File: config.mk
export PLATFORM = sky130hd
export DESIGN_NAME = wb_port_arbiter
export DESIGN_NICKNAME = d
export VERILOG_FILES = /design/src/rtl/wb_port_arbiter.sv
export SDC_FILE = /design/constraint.sdc
export NUM_CORES = 1
export LEC_CHECK = 0
export BUFFER_PORTS_ARGS = -buffer_cell sky130_fd_sc_hd__buf_2
export CORE_UTILIZATION = 57
export DETAILED_ROUTE_END_ITERATION = 7
export PLACE_DENSITY = 0.86
export SYNTH_ARGS = -nofsm -noshare
export SYNTH_HDL_FRONTEND = slang
export SYNTH_SLANG_ARGS = --single-unit
File: constraint.sdc
create_clock -name CLK -period 5.62 [get_ports CLK]
set_input_delay 0.562 -clock CLK [delete_from_list [all_inputs] [get_ports CLK]]
set_output_delay 0.562 -clock CLK [all_outputs]
set_load 0.02 [all_outputs]
File: src/rtl/wb_port_arbiter.sv
// Register file write-port arbiter: pipeline results take priority.
// Mul/div results are queued and tracked by a pending-destination scoreboard.
module wb_port_arbiter #(
  parameter int DEPTH = 2,
  parameter int AW    = 5,
  parameter int DW    = 32,
  localparam int PW   = (DEPTH > 1) ? $clog2(DEPTH) : 1,
  localparam int CW   = $clog2(DEPTH) + 1
) (
  input  logic          CLK,
  input  logic          RESET,
  input  logic          PIPE_VALID,
  input  logic [AW-1:0] PIPE_ADDR,
  input  logic [DW-1:0] PIPE_DATA,
  input  logic          MD_VALID,
  input  logic [AW-1:0] MD_ADDR,
  input  logic [DW-1:0] MD_DATA,
  output logic          MD_READY,
  input  logic          MD_ISSUE,
  input  logic [AW-1:0] MD_ISSUE_ADDR,
  output logic          WB_WRITE,
  output logic [AW-1:0] WB_ADDR,
  output logic [DW-1:0] WB_DATA,
  output logic [31:0]   PENDING,
  output logic [CW-1:0] FIFO_COUNT
);

  logic [AW-1:0] addr_mem_q [DEPTH];
  logic [DW-1:0] data_mem_q [DEPTH];

  logic [PW-1:0] wr_ptr_q, wr_ptr_d;
  logic [PW-1:0] rd_ptr_q, rd_ptr_d;
  logic [CW-1:0] count_q, count_d;

  logic          wb_write_q, wb_write_d;
  logic [AW-1:0] wb_addr_q, wb_addr_d;
  logic [DW-1:0] wb_data_q, wb_data_d;
  logic [31:0]   pending_q, pending_d;

  logic          pipe_hit;
  logic          fifo_empty;
  logic          fifo_full;
  logic          md_ready;
  logic          md_xfer;
  logic          push;
  logic          pop;
  logic [AW-1:0] head_addr;
  logic [DW-1:0] head_data;
  logic [31:0]   set_vec;
  logic [31:0]   clr_vec;

  // Handshake and arbitration decisions for this edge
  always_comb begin
    pipe_hit   = PIPE_VALID && (PIPE_ADDR != '0);
    fifo_empty = (count_q == '0);
    fifo_full  = (count_q == CW'(DEPTH));
    md_ready   = !RESET && !fifo_full;
    md_xfer    = MD_VALID && md_ready;
    push       = md_xfer && (MD_ADDR != '0);
    pop        = !pipe_hit && !fifo_empty;
    head_addr  = addr_mem_q[rd_ptr_q];
    head_data  = data_mem_q[rd_ptr_q];
  end

  // FIFO pointer and occupancy next-state
  always_comb begin
    wr_ptr_d = wr_ptr_q;
    rd_ptr_d = rd_ptr_q;
    count_d  = count_q;
    if (push) begin
      wr_ptr_d = wr_ptr_q + PW'(1);
    end
    if (pop) begin
      rd_ptr_d = rd_ptr_q + PW'(1);
    end
    unique case ({push, pop})
      2'b10:   count_d = count_q + CW'(1);
      2'b01:   count_d = count_q - CW'(1);
      default: count_d = count_q;
    endcase
  end

  // Write-port selection: pipeline first, else FIFO head, else hold
  always_comb begin
    wb_write_d = 1'b0;
    wb_addr_d  = wb_addr_q;
    wb_data_d  = wb_data_q;
    if (pipe_hit) begin
      wb_write_d = 1'b1;
      wb_addr_d  = PIPE_ADDR;
      wb_data_d  = PIPE_DATA;
    end else if (pop) begin
      wb_write_d = 1'b1;
      wb_addr_d  = head_addr;
      wb_data_d  = head_data;
    end
  end

  // Scoreboard: issue sets, FIFO retire clears, set wins on collision
  always_comb begin
    set_vec = '0;
    clr_vec = '0;
    if (MD_ISSUE && (MD_ISSUE_ADDR != '0)) begin
      set_vec = 32'd1 << MD_ISSUE_ADDR;
    end
    if (pop) begin
      clr_vec = 32'd1 << head_addr;
    end
    pending_d = ((pending_q & ~clr_vec) | set_vec) & ~32'd1;
  end

  // FIFO storage; contents are don't-care while count says empty
  always_ff @(posedge CLK) begin
    if (push) begin
      addr_mem_q[wr_ptr_q] <= MD_ADDR;
      data_mem_q[wr_ptr_q] <= MD_DATA;
    end
  end

  // Control state with asynchronous clear; reset drops queued results
  always_ff @(posedge CLK or posedge RESET) begin
    if (RESET) begin
      wr_ptr_q   <= '0;
      rd_ptr_q   <= '0;
      count_q    <= '0;
      wb_write_q <= 1'b0;
      wb_addr_q  <= '0;
      wb_data_q  <= '0;
      pending_q  <= '0;
    end else begin
      wr_ptr_q   <= wr_ptr_d;
      rd_ptr_q   <= rd_ptr_d;
      count_q    <= count_d;
      wb_write_q <= wb_write_d;
      wb_addr_q  <= wb_addr_d;
      wb_data_q  <= wb_data_d;
      pending_q  <= pending_d;
    end
  end

  assign MD_READY   = md_ready;
  assign WB_WRITE   = wb_write_q;
  assign WB_ADDR    = wb_addr_q;
  assign WB_DATA    = wb_data_q;
  assign PENDING    = pending_q;
  assign FIFO_COUNT = count_q;

endmodule
==> impl_metrics.tcl <==
set metrics [dict create \
    drc_errors 0 \
    ys.flop_type "edfxtp_1" \
    cts.sinks 147 \
    hold_buffers 0 \
    io_buffers 155 \
    rows 37 \
    clk_pin_slew_ns 0.06 \
    cts-root-buf "clkbuf_8" \
    clk_latency_ns 0.53 \
    cts_buffers 17 \
    ys_seq_area_share_pct 67.1 \
    syn-cell-area_um2 6030 \
    syn_nets 575 \
    track_usage_pct 26.6 \
    wl_mm 13.9 \
    vdd_drop_max_mv 0.264 \
    setup_viol 0 \
    syn_to_final_growth_pct 24.7 \
    gr-total-overflow 0 \
    setup_tns_ns 0 \
    cp.required_ns 6.06 \
    fmax_mhz 403 \
    synth-seq-cells 147 \
    gp_congestion 0.801 \
    yosysTopAreaCell "edfxtp_1" \
    netlist_instances 490 \
    grt_max_degree 74 \
    start_util_pct 58.7 \
    syn_avg_cell_area_um2 12.3 \
    die_area_um2 11000 \
    fin_crit_sh_pct 44.1 \
    cts_tree "yes" \
    clock_skew_ns 0.00696 \
    ios 157 \
    core-area_um2 10300 \
    async_flop_share_pct 49.7 \
    drt-wirelength-per-cell_um 17.6 \
    tightestPinTransition_ns 1.09 \
    initialDrtViolationCount 395 \
    final_antenna_net_count 0 \
    cp.arrival_ns 2.92 \
    grt_setup_unrepaired "no" \
    drv_cap 0 \
    grt_pass1_wl_mm 22.2 \
    maxSlewHeadroom_pct 27.0 \
    cp_max_fo 58 \
    drv_slew 0 \
    status "completed" \
    postCtsSetupBuffers 0 \
    critPathKind "input port to register" \
    netlist.area_leader.share_pct 36.8 \
    final_nets 723 \
    holdCritPathClass "input port to register" \
    synth_edf_count 74 \
    ys_types 37 \
    detail_route.vias_per_cell 5.80 \
    dp_hpwl_mm 9.40 \
    rrSetupSlack_ns 3.26 \
    dieWidth_um 105 \
    finish.instance_area_um2 7520 \
    die_height_um 105 \
    final-hold-violation-count 0 \
    grt_pass1_vias 4661 \
    place_area_um2 6900 \
    drive_above_1_share_pct 30.3 \
    antenna_cells 0 \
    ys_top_cells_by_area "edfxtp_1, dfrtp_1, mux2i_1, o21ai_0, a21oi_1" \
    cts_resized 0 \
    htree_levels 4 \
    p_leak_nw 3.21 \
    fin_crit_ns 2.48 \
    cp-start-kind "input port" \
    pwr_density_cell_nw_per_um2 546 \
    ctsLongestPathBuffers 2 \
    antenna_found_initial 0 \
    yosysWarningCount 0 \
    vias 4564 \
    firstDrtPassIters 5 \
    endpoint_kind "register" \
]
==> area by class of cell <==
class                      instances  area [µm²]
clock inverter                    12         179
tap                              136         170
multi-input combinational        307        1850
inverter                           6        22.5
sequential                       147        4050
timing repair buffer             159         806
fill                             751        2760
clock buffer                      20         445
==> cells in the final DEF (no fill, tap or decap), types with 4 or more instances in the layout <==
| cell type | synthesis | final |
|---|---|---|
| buf_2 | 5 | 155 |
| edfxtp_1 | 74 | 74 |
| dfrtp_1 | 73 | 72 |
| o21ai_0 | 62 | 62 |
| nor2_1 | 47 | 44 |
| nand2_1 | 44 | 44 |
| a21oi_1 | 39 | 39 |
| mux2i_1 | 36 | 36 |
| o31ai_1 | 25 | 25 |
| clkbuf_16 | 0 | 16 |
| o41ai_1 | 11 | 11 |
| o211ai_1 | 6 | 6 |
| inv_1 | 6 | 5 |
| nand2b_1 | 4 | 4 |
| and3b_1 | 4 | 4 |
| bufinv_16 | 0 | 4 |
| buf_4 | 1 | 4 |
==> per-stage QoR <==
stage	utilization (%)	hold WS, ns	std cells	total power (W)	setup WS [ns]
after floorplan	-	0.468	490	0.00250	2.31
after global placement	67.1	0.483	755	0.00288	2.73
after detailed placement	67.1	0.486	755	0.00295	2.61
after CTS	73.2	0.205	787	0.00412	3.15
after global routing	73.2	0.204	787	0.00430	2.99
final	73.2	0.217	787	0.00411	3.14
==> cell usage after synthesis, types with 2 or more instances <==
cell and n:
or4_1 2, o31ai_1 25, nand2b_1 4, o41ai_1 11
nand2_1 44, edfxtp_1 74, nor2_1 47, buf_2 5
o211ai_1 6, nor3b_1 3, buf_1 2, buf_6 2
xnor2_1 3, inv_1 6, clkbuf_1 20, nor3_1 2
o21ai_0 62, and3b_1 4, a21oi_1 39, nor4bb_1 2
dfrtp_1 73, nand4b_1 3, mux2i_1 36, xor2_1 2
==> routing by layer <==
layer	global-route usage [%]	up-vias	wire, µm
li1	-	2104	-
met1	31.0	2189	5290
met2	45.7	242	7210
met3	7.30	29	1050
met4	13.0	0	329
met5	0	-	0
==> state kept, by name, summed over array words and instances (netlist names) <==
| signal | count |
|---|---|
| FIFO_COUNT | 2 |
| PENDING | 31 |
| WB_ADDR | 5 |
| WB_DATA | 32 |
| WB_WRITE | 1 |
| addr_mem_q | 10 |
| data_mem_q | 64 |
| rd_ptr_q | 1 |
| wr_ptr_q | 1 |
==> final timing paths <==
check                              startpoint           endpoint  cells after the start
worst min-delay path              MD_DATA[19]  data_mem_q[0][19]                      1
min in group asynchronous               RESET        WB_DATA[20]                      3
worst max-delay path             PIPE_ADDR[2]      FIFO_COUNT[1]                      8
max in group asynchronous               RESET           rd_ptr_q                      3
worst max register to register  FIFO_COUNT[0]  data_mem_q[0][23]                      4
worst min register to register    PENDING[14]        PENDING[14]                      2
==> critical path, stage by stage <==
cell and delay, ns:
buf_2 0.10, or4_1 0.53, o21a_2 0.45, buf_4 0.42, nor2_1 0.24, ha_1 0.29, nor2_1 0.13, xor2_1 0.18
==> kinds of logic after synthesis <==
family	Yosys count	share of synthesized area, %
xor+xnor	5	0.726
fa+ha+maj	1	0.207
flops	147	67.1
simple gates	116	8.73
other cells	1	0.0622
buf+inv	36	2.65
mux	37	6.16
compound gates	147	14.4
==> power breakdown <==
group          total (W)  switching, W  leakage (nW)  internal [W]
Combinational    0.00133      0.000871          1.36      0.000463
Clock            0.00117      0.000426         0.299      0.000745
Sequential       0.00160      0.000178          1.55       0.00142
(Power assumes the default switching activity.)
